**src/rtl/wave_pwm_dac_pkg.sv**
```systemverilog
// Shared types and constants for the wave-to-PWM DAC and its extremum detector.
package wave_pwm_dac_pkg;

  localparam int SAMPLE_W   = 5;
  localparam int PWM_PERIOD = 32;
  localparam int CNT_W      = $clog2(PWM_PERIOD);

  // Last count value of a PWM period; the edge leaving it is the wrap edge.
  localparam logic [CNT_W-1:0] CNT_LAST = CNT_W'(PWM_PERIOD - 1);

  typedef logic [SAMPLE_W-1:0] sample_t;

  typedef enum logic {
    IDLE = 1'b0,
    RUN  = 1'b1
  } state_t;

endpackage

```
**src/rtl/wave_extremum_det.sv**
```systemverilog
// Peak/trough detector over the stream of captured samples. Tracks the last
// sample and the current direction, pulses once when the direction reverses,
// and counts troughs (one per completed triangle).
module wave_extremum_det
  import wave_pwm_dac_pkg::*;
#(
  parameter int CYC_W = 8
) (
  input  logic             i_clk,
  input  logic             i_rst_n,
  input  logic             i_capture,
  input  sample_t          i_sample,
  output logic             o_peak,
  output logic             o_trough,
  output logic [CYC_W-1:0] o_cycle_count
);

  sample_t          r_prev;
  logic             r_rising;
  logic             r_first;
  logic             r_peak;
  logic             r_trough;
  logic [CYC_W-1:0] r_cycleCount;

  // Compare each captured sample with the previous one; equal samples change nothing.
  always_ff @(posedge i_clk) begin
    if (!i_rst_n) begin
      r_prev       <= '0;
      r_rising     <= 1'b1;
      r_first      <= 1'b1;
      r_peak       <= 1'b0;
      r_trough     <= 1'b0;
      r_cycleCount <= '0;
    end else begin
      r_peak   <= 1'b0;
      r_trough <= 1'b0;
      if (i_capture) begin
        if (r_first) begin
          r_prev  <= i_sample;
          r_first <= 1'b0;
        end else if (i_sample > r_prev) begin
          r_prev   <= i_sample;
          r_rising <= 1'b1;
          if (!r_rising) begin
            r_trough     <= 1'b1;
            r_cycleCount <= r_cycleCount + CYC_W'(1);
          end
        end else if (i_sample < r_prev) begin
          r_prev   <= i_sample;
          r_rising <= 1'b0;
          if (r_rising) begin
            r_peak <= 1'b1;
          end
        end
      end
    end
  end

  assign o_peak        = r_peak;
  assign o_trough      = r_trough;
  assign o_cycle_count = r_cycleCount;

endmodule

```
**src/rtl/wave_pwm_dac.sv**
```systemverilog
// wave_pwm_dac: converts a 5-bit sample stream into a 32-cycle PWM waveform.
// A sample captured during a period is held as pending and becomes the duty
// on the next wrap; sticky flags report overwritten and missing samples.
module wave_pwm_dac
  import wave_pwm_dac_pkg::*;
#(
  parameter int CYC_W = 8
) (
  input  logic             i_clk,
  input  logic             i_rst_n,
  input  logic             i_en,
  input  logic [SAMPLE_W-1:0] i_wave,
  input  logic             i_wave_valid,
  input  logic             i_clr_flags,
  output logic             o_pwm_out,
  output logic             o_period_start,
  output logic             o_peak,
  output logic             o_trough,
  output logic [CYC_W-1:0] o_cycle_count,
  output logic             o_sample_ovf,
  output logic             o_sample_udf
);

  state_t           r_state;
  state_t           w_stateNext;
  logic [CNT_W-1:0] r_cnt;
  logic [CNT_W-1:0] w_cntNext;
  sample_t          r_duty;
  sample_t          w_dutyNext;
  sample_t          r_pending;
  sample_t          w_pendingNext;
  logic             r_pendingValid;
  logic             w_pendingValidNext;
  logic             w_wrap;
  logic             w_capture;
  logic             w_ovfSet;
  logic             w_udfSet;
  logic             r_pwmOut;
  logic             r_periodStart;
  logic             r_sampleOvf;
  logic             r_sampleUdf;

  // Next-state, counter, duty and pending-sample logic. On a wrap the old
  // pending sample is consumed before a same-edge capture refills it, so a
  // capture on the wrap edge never counts as an overwrite.
  always_comb begin
    w_stateNext        = r_state;
    w_cntNext          = '0;
    w_dutyNext         = r_duty;
    w_pendingNext      = r_pending;
    w_pendingValidNext = r_pendingValid;
    w_wrap             = 1'b0;
    w_capture          = 1'b0;
    w_ovfSet           = 1'b0;
    w_udfSet           = 1'b0;
    case (r_state)
      IDLE: begin
        w_pendingValidNext = 1'b0;
        if (i_en) begin
          w_stateNext = RUN;
          if (r_pendingValid) begin
            w_dutyNext = r_pending;
          end
        end
      end
      RUN: begin
        if (!i_en) begin
          w_stateNext        = IDLE;
          w_pendingValidNext = 1'b0;
        end else begin
          w_cntNext = r_cnt + CNT_W'(1);
          w_wrap    = (r_cnt == CNT_LAST);
          w_capture = i_wave_valid;
          if (w_wrap) begin
            if (r_pendingValid) begin
              w_dutyNext         = r_pending;
              w_pendingValidNext = 1'b0;
            end else begin
              w_udfSet = 1'b1;
            end
          end
          if (i_wave_valid) begin
            w_ovfSet           = r_pendingValid && !w_wrap;
            w_pendingNext      = i_wave;
            w_pendingValidNext = 1'b1;
          end
        end
      end
      default: begin
        w_stateNext = IDLE;
      end
    endcase
  end

  // State register plus datapath; PWM and period-start are registered from
  // next-state values so they line up with the state they describe.
  always_ff @(posedge i_clk) begin
    if (!i_rst_n) begin
      r_state        <= IDLE;
      r_cnt          <= '0;
      r_duty         <= '0;
      r_pending      <= '0;
      r_pendingValid <= 1'b0;
      r_pwmOut       <= 1'b0;
      r_periodStart  <= 1'b0;
    end else begin
      r_state        <= w_stateNext;
      r_cnt          <= w_cntNext;
      r_duty         <= w_dutyNext;
      r_pending      <= w_pendingNext;
      r_pendingValid <= w_pendingValidNext;
      r_pwmOut       <= (w_stateNext == RUN) && (w_cntNext < w_dutyNext);
      r_periodStart  <= (w_stateNext == RUN) && (w_cntNext == '0);
    end
  end

  // Sticky error flags; a new event on the same edge as a clear keeps the flag set.
  always_ff @(posedge i_clk) begin
    if (!i_rst_n) begin
      r_sampleOvf <= 1'b0;
      r_sampleUdf <= 1'b0;
    end else begin
      r_sampleOvf <= w_ovfSet | (r_sampleOvf & ~i_clr_flags);
      r_sampleUdf <= w_udfSet | (r_sampleUdf & ~i_clr_flags);
    end
  end

  wave_extremum_det #(
    .CYC_W(CYC_W)
  ) u_extremumDet (
    .i_clk        (i_clk),
    .i_rst_n      (i_rst_n),
    .i_capture    (w_capture),
    .i_sample     (i_wave),
    .o_peak       (o_peak),
    .o_trough     (o_trough),
    .o_cycle_count(o_cycle_count)
  );

  assign o_pwm_out      = r_pwmOut;
  assign o_period_start = r_periodStart;
  assign o_sample_ovf   = r_sampleOvf;
  assign o_sample_udf   = r_sampleUdf;

endmodule

```
**config.mk**
```make
export PLATFORM = sky130hd
export DESIGN_NAME = wave_pwm_dac
export DESIGN_NICKNAME = d
export VERILOG_FILES = /design/src/rtl/wave_pwm_dac_pkg.sv /design/src/rtl/wave_extremum_det.sv /design/src/rtl/wave_pwm_dac.sv
export SDC_FILE = /design/constraint.sdc
export NUM_CORES = 1
export LEC_CHECK = 0
export BUFFER_PORTS_ARGS = -buffer_cell sky130_fd_sc_hd__buf_4
export CAP_MARGIN = 20
export CORE_ASPECT_RATIO = 1.25
export CORE_UTILIZATION = 30
export DETAILED_ROUTE_END_ITERATION = 8
export PLACE_DENSITY = 0.51
export SKIP_LAST_GASP = 1
export SYNTH_ARGS = -nofsm -noshare
export SYNTH_HDL_FRONTEND = slang
export SYNTH_SLANG_ARGS = --single-unit
```
**constraint.sdc**
```tcl
create_clock -name i_clk -period 4 [get_ports i_clk]
set_input_delay 1.2 -clock i_clk [delete_from_list [all_inputs] [get_ports i_clk]]
set_output_delay 1.2 -clock i_clk [all_outputs]
set_load 0.02 [all_outputs]
```
==> impl_metrics.json, run 1 <==
{
  "syn_avg_cell_area_um2": 9.02,
  "synth_top_cell_by_area": "dfxtp_1",
  "path_cells": "buf_4, ha_1, and3_2, a31oi_4, o211ai_4, o31a_1, o21a_1",
  "skew_ns": 0.00478,
  "p_per_area_mw_per_mm2": 331,
  "final_cell_area_mm2": 0.00203,
  "ctsResizeCount": 0,
  "worstPathRequired_ns": 4.18,
  "path_buf_inv": 1,
  "hold_path_class": "reg -> reg",
  "r2r_slack_ns": 1.49,
  "maxSlewViolCount": 0,
  "syn_area_mm2": 0.00173,
  "layout_commonest_cell": "dfxtp_1",
  "instances_no_fill": 280,
  "dr_total_vias": 1351,
  "ys_warn_count": 0,
  "leakage_nw": 0.849,
  "h-tree-depth": 2,
  "n_fill_cell": 589,
  "synth_edf_count": 0,
  "synth_top_area_frac": 0.439,
  "ir_drop_mv": 0.135,
  "fin_crit_ns": 2.61,
  "antenna_found_initial": 0,
  "synth-simple-area-share": 0.230,
  "clock_latency_ns": 0.28,
  "synth_top_family_by_area": "simple AND/OR/NAND/NOR gates",
  "row_count": 30,
  "drc": 0,
  "fin_crit_sh": 0.653,
  "dp.cells": 273,
  "grt_pass1_vias": 1264,
  "synth_xor_xnor_area_share": 0.0152,
  "netlist_instances": 192,
  "max_freq_mhz": 383,
  "die-area_mm2": 0.00608,
  "synth_fa_ha_area_frac": 0.0867,
  "synth.area.top_cells": "dfxtp_1 44%, ha_1 8.7%, nand2_1 5.0%",
  "clockBufferDepth": 2,
  "endpoint_kind": "register",
  "synthFlopType": "dfxtp_1",
  "clkSinkCount": 38,
  "yosysSeqAreaShare": 0.439,
  "setup_viol": 0,
  "syn2layout_area_growth_pct": 17.3,
  "muxShareOfSynthArea": 0.0289,
  "grt_setup_unrepaired": "false",
  "io_pins": 24,
  "cts_setup_buffers": 0,
  "finalNetCount": 238,
  "grt-ovfl-total": 0,
  "drt_iter0_drc": 73,
  "cts_tree": "built",
  "maxCapViolCount": 0,
  "synth-compound-area-share": 0.155,
  "ant_nets": 0,
  "place_hpwl_um": 2500,
  "coreArea_mm2": 0.00548,
  "worst_slew_pin_slew_ns": 0.761,
  "fin_tns_setup_ns": 0,
  "slew_headroom": 0.489,
  "grt_max_degree": 26,
  "ys_ff_latch": 38,
  "max_stage_delay_ns": 0.33,
  "clkTransAtPathRegs_ns": 0.07,
  "async_flop_share": 0,
  "start_util": 0.316,
  "antenna_cells": 0,
  "gp_congestion": 0.793,
  "fin_total_pwr_mw": 0.673,
  "holdWs_ns": 0.454,
  "numPortBuffers": 23,
  "totalWireLength_um": 3410,
  "status": "completed",
  "hold_viol_final": 0,
  "path_class": "in -> reg",
  "critPathTopFamily": "compound AO/OA/AOI/OAI gates",
  "die-width_um": 70.0,
  "syn_nets": 214,
  "firstDrtPassIters": 4,
  "most-common-layout-cells": "38 x dfxtp_1, 23 x nand2_1, 23 x buf_4, 17 x nor2_1, 14 x a21oi_1",
  "cts_made_buffers": 5,
  "cts_root_buffer": "clkbuf_8",
  "grt_usage": 0.126,
  "critical_path_arrival_ns": 2.79,
  "grt_pass1_wl_um": 5950,
  "die_h_um": 86.9,
  "netlist-cell-type-count": 36,
  "vias_per_cell": 4.83,
  "wl_per_cell_um": 12.2,
  "ctsHoldBuffers": 0,
  "drive_gt1_frac": 0.185,
  "place_area_mm2": 0.00195,
  "path_max_fanout": 16,
  "cpMaxStageDelayCell": "o31a_1",
  "start_kind": "input port"
}
[through the flow]
step	setup WS, ns	util
final	1.39	0.371
after global routing	1.28	0.371
after CTS	1.39	0.371
after detailed placement	1.08	0.357
after global placement	1.10	0.357
after floorplan	1.37	-
[routing by layer]
| metal | routed length, um | global-route usage | vias to the layer above |
|---|---|---|---|
| met5 | 0 | 0 | - |
| met4 | 70 | 0.0600 | 0 |
| met3 | 129 | 0.0347 | 5 |
| met2 | 1630 | 0.203 | 18 |
| met1 | 1570 | 0.155 | 602 |
| li1 | - | - | 726 |
[kinds of logic after synthesis]
group / Yosys count
xor+xnor: 3
buf+inv: 19
mux: 5
flops: 38
fa+ha+maj: 12
compound gates: 38
simple gates: 77
[synth_stat cells (5+ instances only)]
master and instances:
o21ai_0 9, a21oi_1 14, mux2i_1 5, nand3_1 10, or3_1 6, ha_1 12
clkbuf_1 5, dfxtp_1 38, inv_1 12, nand2_1 23, nor2_1 17, and3_1 5
[layout make-up]
| cell class | count | area, um2 | area share |
|---|---|---|---|
| well taps | 64 | 80.1 | 0.0394 |
| inverters | 13 | 48.8 | 0.0240 |
| repair buffers | 23 | 173 | 0.0850 |
| clock buffers | 7 | 76.3 | 0.0376 |
| flip-flops and latches | 38 | 761 | 0.375 |
| multi-input cells | 135 | 892 | 0.439 |
[where the power goes]
group	internal, mW	switching, mW
sequential	0.382	0.00283
combinational	0.0164	0.0266
clock	0.120	0.124
[final timing paths]
check | startpoint | end | cells past startpoint
worst min register to register | r_pending[1]$_SDFFE_PN0P_ | r_pending[1]$_SDFFE_PN0P_ | 2
worst max register to register | r_cnt[0]$_SDFF_PN0_ | o_pwm_out$_SDFF_PN0_ | 9
worst max-delay path | i_wave[3] | u_extremumDet.o_cycle_count[5]$_SDFFE_PN0P_ | 7
worst min-delay path | r_pending[1]$_SDFFE_PN0P_ | r_pending[1]$_SDFFE_PN0P_ | 2
[worst reg2reg max path: stages, from the launching register on]
cell and delay (ns):
dfxtp_1 0.35, ha_1 0.23, and3_1 0.16, ha_1 0.21, o211ai_2 0.39, mux2i_1 0.29
ha_1 0.29, a21o_1 0.19, a211oi_1 0.20, and3_1 0.17
[flip-flops by register name, summed over array words and instances, names as in the netlist, 5 cells and up]
name / cells
u_extremumDet.o_cycle_count: 8
u_extremumDet.r_prev: 5
r_duty: 5
r_cnt: 5
r_pending: 5
No activity file was read; power rests on OpenSTA's default activity.
==> run 2: changes to the inputs <==
PLACE_DENSITY = 0.53   (was 0.51)
clock period = 2.1 ns   (was 4 ns; I/O delays follow)
==> impl_metrics.json, run 2 (same netlist as run 1, synthesis figures left out) <==
{
  "n_fill_cell": 562,
  "vias_per_cell": 4.89,
  "io_pins": 24,
  "worstPathRequired_ns": 2.34,
  "layout_commonest_cell": "buf_4",
  "die-area_mm2": 0.00608,
  "leakage_nw": 0.945,
  "start_kind": "register",
  "hold_viol_final": 0,
  "whs_endpoint": "o_sample_udf$_SDFF_PN0_",
  "grt_pass1_vias": 1438,
  "largest_reg_flops": 8,
  "skew_ns": 0.00862,
  "slew_headroom": 0.800,
  "multi_input_area_um2": 988,
  "seq_area_um2": 763,
  "fin_total_pwr_mw": 1.33,
  "grt_setup_unrepaired": "true",
  "ctsHoldBuffers": 0,
  "path_class": "reg -> reg",
  "worst_slew_pin_slew_ns": 0.300,
  "coreArea_mm2": 0.00548,
  "numPortBuffers": 23,
  "cts_made_buffers": 5,
  "maxSlewViolCount": 0,
  "drc": 0,
  "most-common-layout-cells": "45 x buf_4, 36 x dfxtp_1, 23 x nand2_1, 16 x nor2_1, 14 x a21oi_1",
  "antenna_cells": 0,
  "ir_drop_mv": 0.440,
  "instances_no_fill": 303,
  "place_area_mm2": 0.00214,
  "row_count": 30,
  "rr_startpoint": "r_cnt[1]$_SDFF_PN0_",
  "dp.cells": 294,
  "status": "complete, but fails checks",
  "place_hpwl_um": 2760,
  "r2r_slack_ns": -0.04,
  "fin_crit_ns": 2.14,
  "final_cell_area_mm2": 0.00231,
  "wl_per_cell_um": 12.6,
  "grt-ovfl-total": 0,
  "finalNetCount": 262,
  "dr_total_vias": 1481,
  "setup_viol": 1,
  "hold_path_class": "reg -> reg",
  "min_from": "o_sample_udf$_SDFF_PN0_",
  "clockBufferDepth": 2,
  "worst_slack_ns": -0.0428,
  "cts_tree": "built",
  "die-width_um": 70.0,
  "p_per_area_mw_per_mm2": 577,
  "maxCapViolCount": 0,
  "drive_gt1_frac": 0.318,
  "endpoint_kind": "register",
  "antenna_found_initial": 0,
  "hold_depth": 2,
  "clock_latency_ns": 0.29,
  "firstDrtPassIters": 4,
  "cts_root_buffer": "clkbuf_8",
  "critical_path_arrival_ns": 2.38,
  "fin_crit_sh": 1.02,
  "violations": "setup timing",
  "die_h_um": 86.9,
  "grt_usage": 0.136,
  "clkSinkCount": 38,
  "clkTransAtPathRegs_ns": 0.07,
  "syn2layout_area_growth_pct": 33.5,
  "reg2reg_depth": 9,
  "gp_congestion": 0.800,
  "path_max_fanout": 3,
  "ant_nets": 0,
  "drt_iter0_drc": 47,
  "start_util": 0.316,
  "r2r-end": "o_pwm_out$_SDFF_PN0_",
  "totalWireLength_um": 3830,
  "max_freq_mhz": 467,
  "grt_max_degree": 22,
  "grt_pass1_wl_um": 6620,
  "h-tree-depth": 2
}
[run 2: cell types whose count changed in the layout (fill, tap and decap cells not counted), moves of 3 or more]
cell and delta:
buf_4 +22, ha_1 -3, mux2i_1 -3, ha_4 +3
[run 2: power by group]
| group | internal, mW | switching (mW) | leakage, nW |
|---|---|---|---|
| Combinational | 0.0489 | 0.0598 | 0.594 |
| Sequential | 0.728 | 0.00454 | 0.308 |
| Clock | 0.253 | 0.239 | 0.0431 |
| Total | 1.03 | 0.303 | 0.945 |
[run 2: cell type report]
cell class	count	share of cell area
inverter	13	0.0211
clock buffer	6	0.0357
multi-input combinational	136	0.427
sequential	38	0.330
timing repair buffer	46	0.151
tap	64	0.0346
[run 2: critical path: stages, from the launching register on]
cell	delay [ns]
dfxtp_2	0.34
ha_4	0.15
and3_4	0.15
ha_4	0.16
o211ai_4	0.22
mux2i_2	0.27
ha_1	0.29
a21o_1	0.17
a211oi_2	0.16
and3_1	0.17
[run 2: routing by layer]
| layer | up-vias | wire (um) | global-route usage |
|---|---|---|---|
| li1 | 773 | - | - |
| met1 | 685 | 1800 | 0.168 |
| met2 | 17 | 1880 | 0.233 |
| met3 | 6 | 94 | 0.0289 |
| met4 | 0 | 61 | 0.0545 |
| met5 | - | 0 | 0 |
[run 2: timing repair]
action                                  CTS  global route
gates cloned                              0             1
pin swaps                                 3             5
setup buffers                             1             1
resized for setup                         7             5
endpoints found under the setup margin    1             3
[run 2: worst max path at each step]
stage / startpoint / to / cells past startpoint
finish: r_cnt[1]$_SDFF_PN0_ / o_pwm_out$_SDFF_PN0_ / 9
detailed placement: i_wave[3] / u_extremumDet.o_cycle_count[5]$_SDFFE_PN0P_ / 7
floorplan: r_cnt[0]$_SDFF_PN0_ / o_pwm_out$_SDFF_PN0_ / 9
global route: r_cnt[1]$_SDFF_PN0_ / o_pwm_out$_SDFF_PN0_ / 9
global placement: i_wave[2] / u_extremumDet.o_cycle_count[5]$_SDFFE_PN0P_ / 7
CTS: r_cnt[1]$_SDFF_PN0_ / o_pwm_out$_SDFF_PN0_ / 9
[run 2: metrics by stage]
step / hold slack, ns / setup WS [ns] / setup TNS (ns) / utilization
6_report: 0.465 / -0.0428 / -0.0428 / 0.422
5_1_grt: 0.495 / -0.157 / -0.157 / 0.422
4_1_cts: 0.462 / -0.0723 / -0.0723 / 0.413
3_5_place_dp: 0.451 / -0.194 / -1.20 / 0.390
3_3_place_gp: 0.445 / -0.174 / -0.993 / 0.390
2_1_floorplan: 0.431 / 0.000241 / 0 / -
==> run 3: changes to the inputs <==
MAX_ROUTING_LAYER = met4   (was unset)
PLACE_DENSITY = 0.52   (was 0.53)
SYNTH_HIERARCHICAL = 1   (was unset)
==> impl_metrics.json, run 3 <==
{
  "status": "complete, but fails checks",
  "violations": "setup timing",
  "fin_crit_sh": 1.08,
  "synth_top_area_frac": 0.400,
  "cts_root_buffer": "clkbuf_8",
  "yosysMostFrequentCell": "dfxtp_1",
  "io_pins": 24,
  "hold_path_class": "reg -> reg",
  "synthFlopType": "dfxtp_1",
  "ys_ff_latch": 38,
  "netlist_instances": 195,
  "grt_setup_unrepaired": "true",
  "netlist-cell-type-count": 43,
  "die-area_mm2": 0.00666,
  "yosys-top-cells-count": "38 x dfxtp_1, 24 x nand2_1, 23 x mux2i_1",
  "antenna_found_initial": 0,
  "worst_slew_pin_slew_ns": 0.433,
  "gp_congestion": 0.762,
  "p_comb_frac": 0.066,
  "dr_total_vias": 1452,
  "h-tree-depth": 2,
  "async_flop_share": 0,
  "most-common-layout-cells": "41 x buf_4, 37 x dfxtp_1, 24 x nand2_1, 22 x mux2i_1, 14 x inv_1",
  "synth_fa_ha_area_frac": 0.0789,
  "drive_gt1_frac": 0.303,
  "seqPwrFrac": 0.457,
  "place_ws_ns": -0.177,
  "syn_area_mm2": 0.00190,
  "syn2layout_area_growth_pct": 29.0,
  "synth_top_family_by_area": "simple AND/OR/NAND/NOR gates",
  "syn_avg_cell_area_um2": 9.75,
  "ir_drop_mv": 0.300,
  "hold_viol_final": 0,
  "dp.cells": 315,
  "fin_total_pwr_mw": 1.60,
  "setup_viol": 1,
  "fin_crit_ns": 2.27,
  "largest_reg_flops": 8,
  "layout_commonest_cell": "buf_4",
  "coreArea_mm2": 0.00613,
  "path_class": "reg -> reg",
  "place_area_mm2": 0.00231,
  "hold_depth": 2,
  "seq_area_um2": 764,
  "instances_no_fill": 323,
  "clkTransAtPathRegs_ns": 0.08,
  "grt_pass1_wl_um": 6350,
  "start_util": 0.310,
  "synth_top_cell_by_area": "dfxtp_1",
  "grtUsageMet1": 0.142,
  "drc": 0,
  "die_h_um": 91.0,
  "p_per_area_mw_per_mm2": 654,
  "synth.area.top_cells": "dfxtp_1 40%, mux2i_1 12%, ha_1 7.9%",
  "finalNetCount": 259,
  "grt_max_degree": 25,
  "power.switching_mw": 0.321,
  "muxShareOfSynthArea": 0.121,
  "maxCapViolCount": 0,
  "clkSinkCount": 38,
  "cts_made_buffers": 5,
  "synth_edf_count": 0,
  "n_fill_cell": 628,
  "worstPathRequired_ns": 2.32,
  "totalWireLength_um": 3740,
  "grt_use_met2": 0.211,
  "row_count": 32,
  "final_cell_area_mm2": 0.00245,
  "start_kind": "register",
  "clockBufferDepth": 2,
  "synth-compound-area-share": 0.120,
  "max_freq_mhz": 441,
  "ant_nets": 0,
  "critical_path_arrival_ns": 2.49,
  "synth_xor_xnor_area_share": 0.00921,
  "endpoint_kind": "register",
  "wl_per_cell_um": 11.6,
  "place_hpwl_um": 2870,
  "cts_tree": "built",
  "worst_slack_ns": -0.168,
  "gr-usage-met3": 0.0300,
  "internal-power_mw": 1.28,
  "ys_warn_count": 6,
  "reg2reg_depth": 9,
  "maxSlewViolCount": 0,
  "firstDrtPassIters": 4,
  "syn_nets": 217,
  "antenna_cells": 0,
  "drt_iter0_drc": 34,
  "leakage_nw": 1.02,
  "slew_headroom": 0.704,
  "multi_input_area_mm2": 0.00108,
  "grt-ovfl-total": 0,
  "yosysSeqAreaShare": 0.400,
  "numPortBuffers": 23,
  "grt_usage": 0.127,
  "clock_latency_ns": 0.29,
  "die-width_um": 73.2,
  "grt_pass1_vias": 1400,
  "fin_tns_setup_ns": -0.168,
  "p_clk_frac": 0.477,
  "vias_per_cell": 4.50,
  "skew_ns": 0.00702,
  "synth-simple-area-share": 0.216,
  "busiest_layer": "met2",
  "path_max_fanout": 5,
  "swShare": 0.200
}
## run 3: cell types whose count changed in the layout (fill, tap and decap cells not counted), sizes merged, moves of 6 or more
cell	previous run	this run
nor2	17	10
nand3	10	4
nor2b	0	12
a21oi	14	4
or3	6	0
mux2i	5	23
## run 3: timing repair
item | in CTS | in global routing
hold buffers | 0 | 0
setup buffers | 0 | 0
gates resized for setup | 0 | 1
endpoints found under the setup margin | 1 | 1
## run 3: critical path: stages, from the launching register on
cell and delay [ns]:
dfxtp_1 0.34, ha_4 0.16, and3_4 0.18, ha_4 0.16
o211ai_4 0.27, mux2i_1 0.31, ha_1 0.28, and4_1 0.21
nor3b_2 0.16, a211oi_2 0.13
## run 3: layout make-up
| cell class | count | area share |
|---|---|---|
| Clock buffer | 6 | 0.0337 |
| Clock inverter | 2 | 0.0245 |
| Inverter | 15 | 0.0229 |
| Multi-Input combinational cell | 136 | 0.439 |
| Sequential cell | 38 | 0.312 |
| Tap cell | 85 | 0.0433 |
| Timing Repair Buffer | 41 | 0.125 |
## run 3: cells by family after synthesis
logic type / Yosys count
XOR/XNOR: 2
AO/OA/AOI/OAI: 25
flip-flops: 38
buffers and inverters: 21
adder cells (fa/ha/maj): 12
multiplexers: 23
AND/OR/NAND/NOR: 74
## run 3: final timing paths
| path | startpoint | to | slack, ns |
|---|---|---|---|
| setup / recovery | r_cnt[1]$_SDFF_PN0_ | o_pwm_out$_SDFF_PN0_ | -0.17 |
| setup reg to reg | r_cnt[1]$_SDFF_PN0_ | o_pwm_out$_SDFF_PN0_ | -0.17 |
| hold / removal | u_extremumDet/r_prev[2]$_SDFFE_PN0P_ | u_extremumDet/r_prev[2]$_SDFFE_PN0P_ | 0.46 |
| hold reg to reg | u_extremumDet/r_prev[2]$_SDFFE_PN0P_ | u_extremumDet/r_prev[2]$_SDFFE_PN0P_ | 0.46 |
## run 3: routing by layer
| layer | share of wire | routed length (um) |
|---|---|---|
| met3 | 0.028 | 104 |
| met5 | 0 | 0 |
| met4 | 0.017 | 62 |
| met2 | 0.51 | 1890 |
| met1 | 0.45 | 1680 |
## run 3: power groups by stage
stage | Clock (mW) | Combinational, mW | Sequential [mW]
2_1_floorplan | 0 | 0.0646 | 0.750
3_3_place_gp | 0 | 0.107 | 0.749
3_5_place_dp | 0 | 0.107 | 0.750
4_1_cts | 0.791 | 0.107 | 0.733
5_1_grt | 0.817 | 0.118 | 0.734
6_report | 0.765 | 0.106 | 0.733
## run 3: through the flow
step / hold slack, ns / utilization
2_1_floorplan: 0.435 / -
3_3_place_gp: 0.446 / 0.377
3_5_place_dp: 0.451 / 0.377
4_1_cts: 0.461 / 0.400
5_1_grt: 0.483 / 0.401
6_report: 0.457 / 0.401
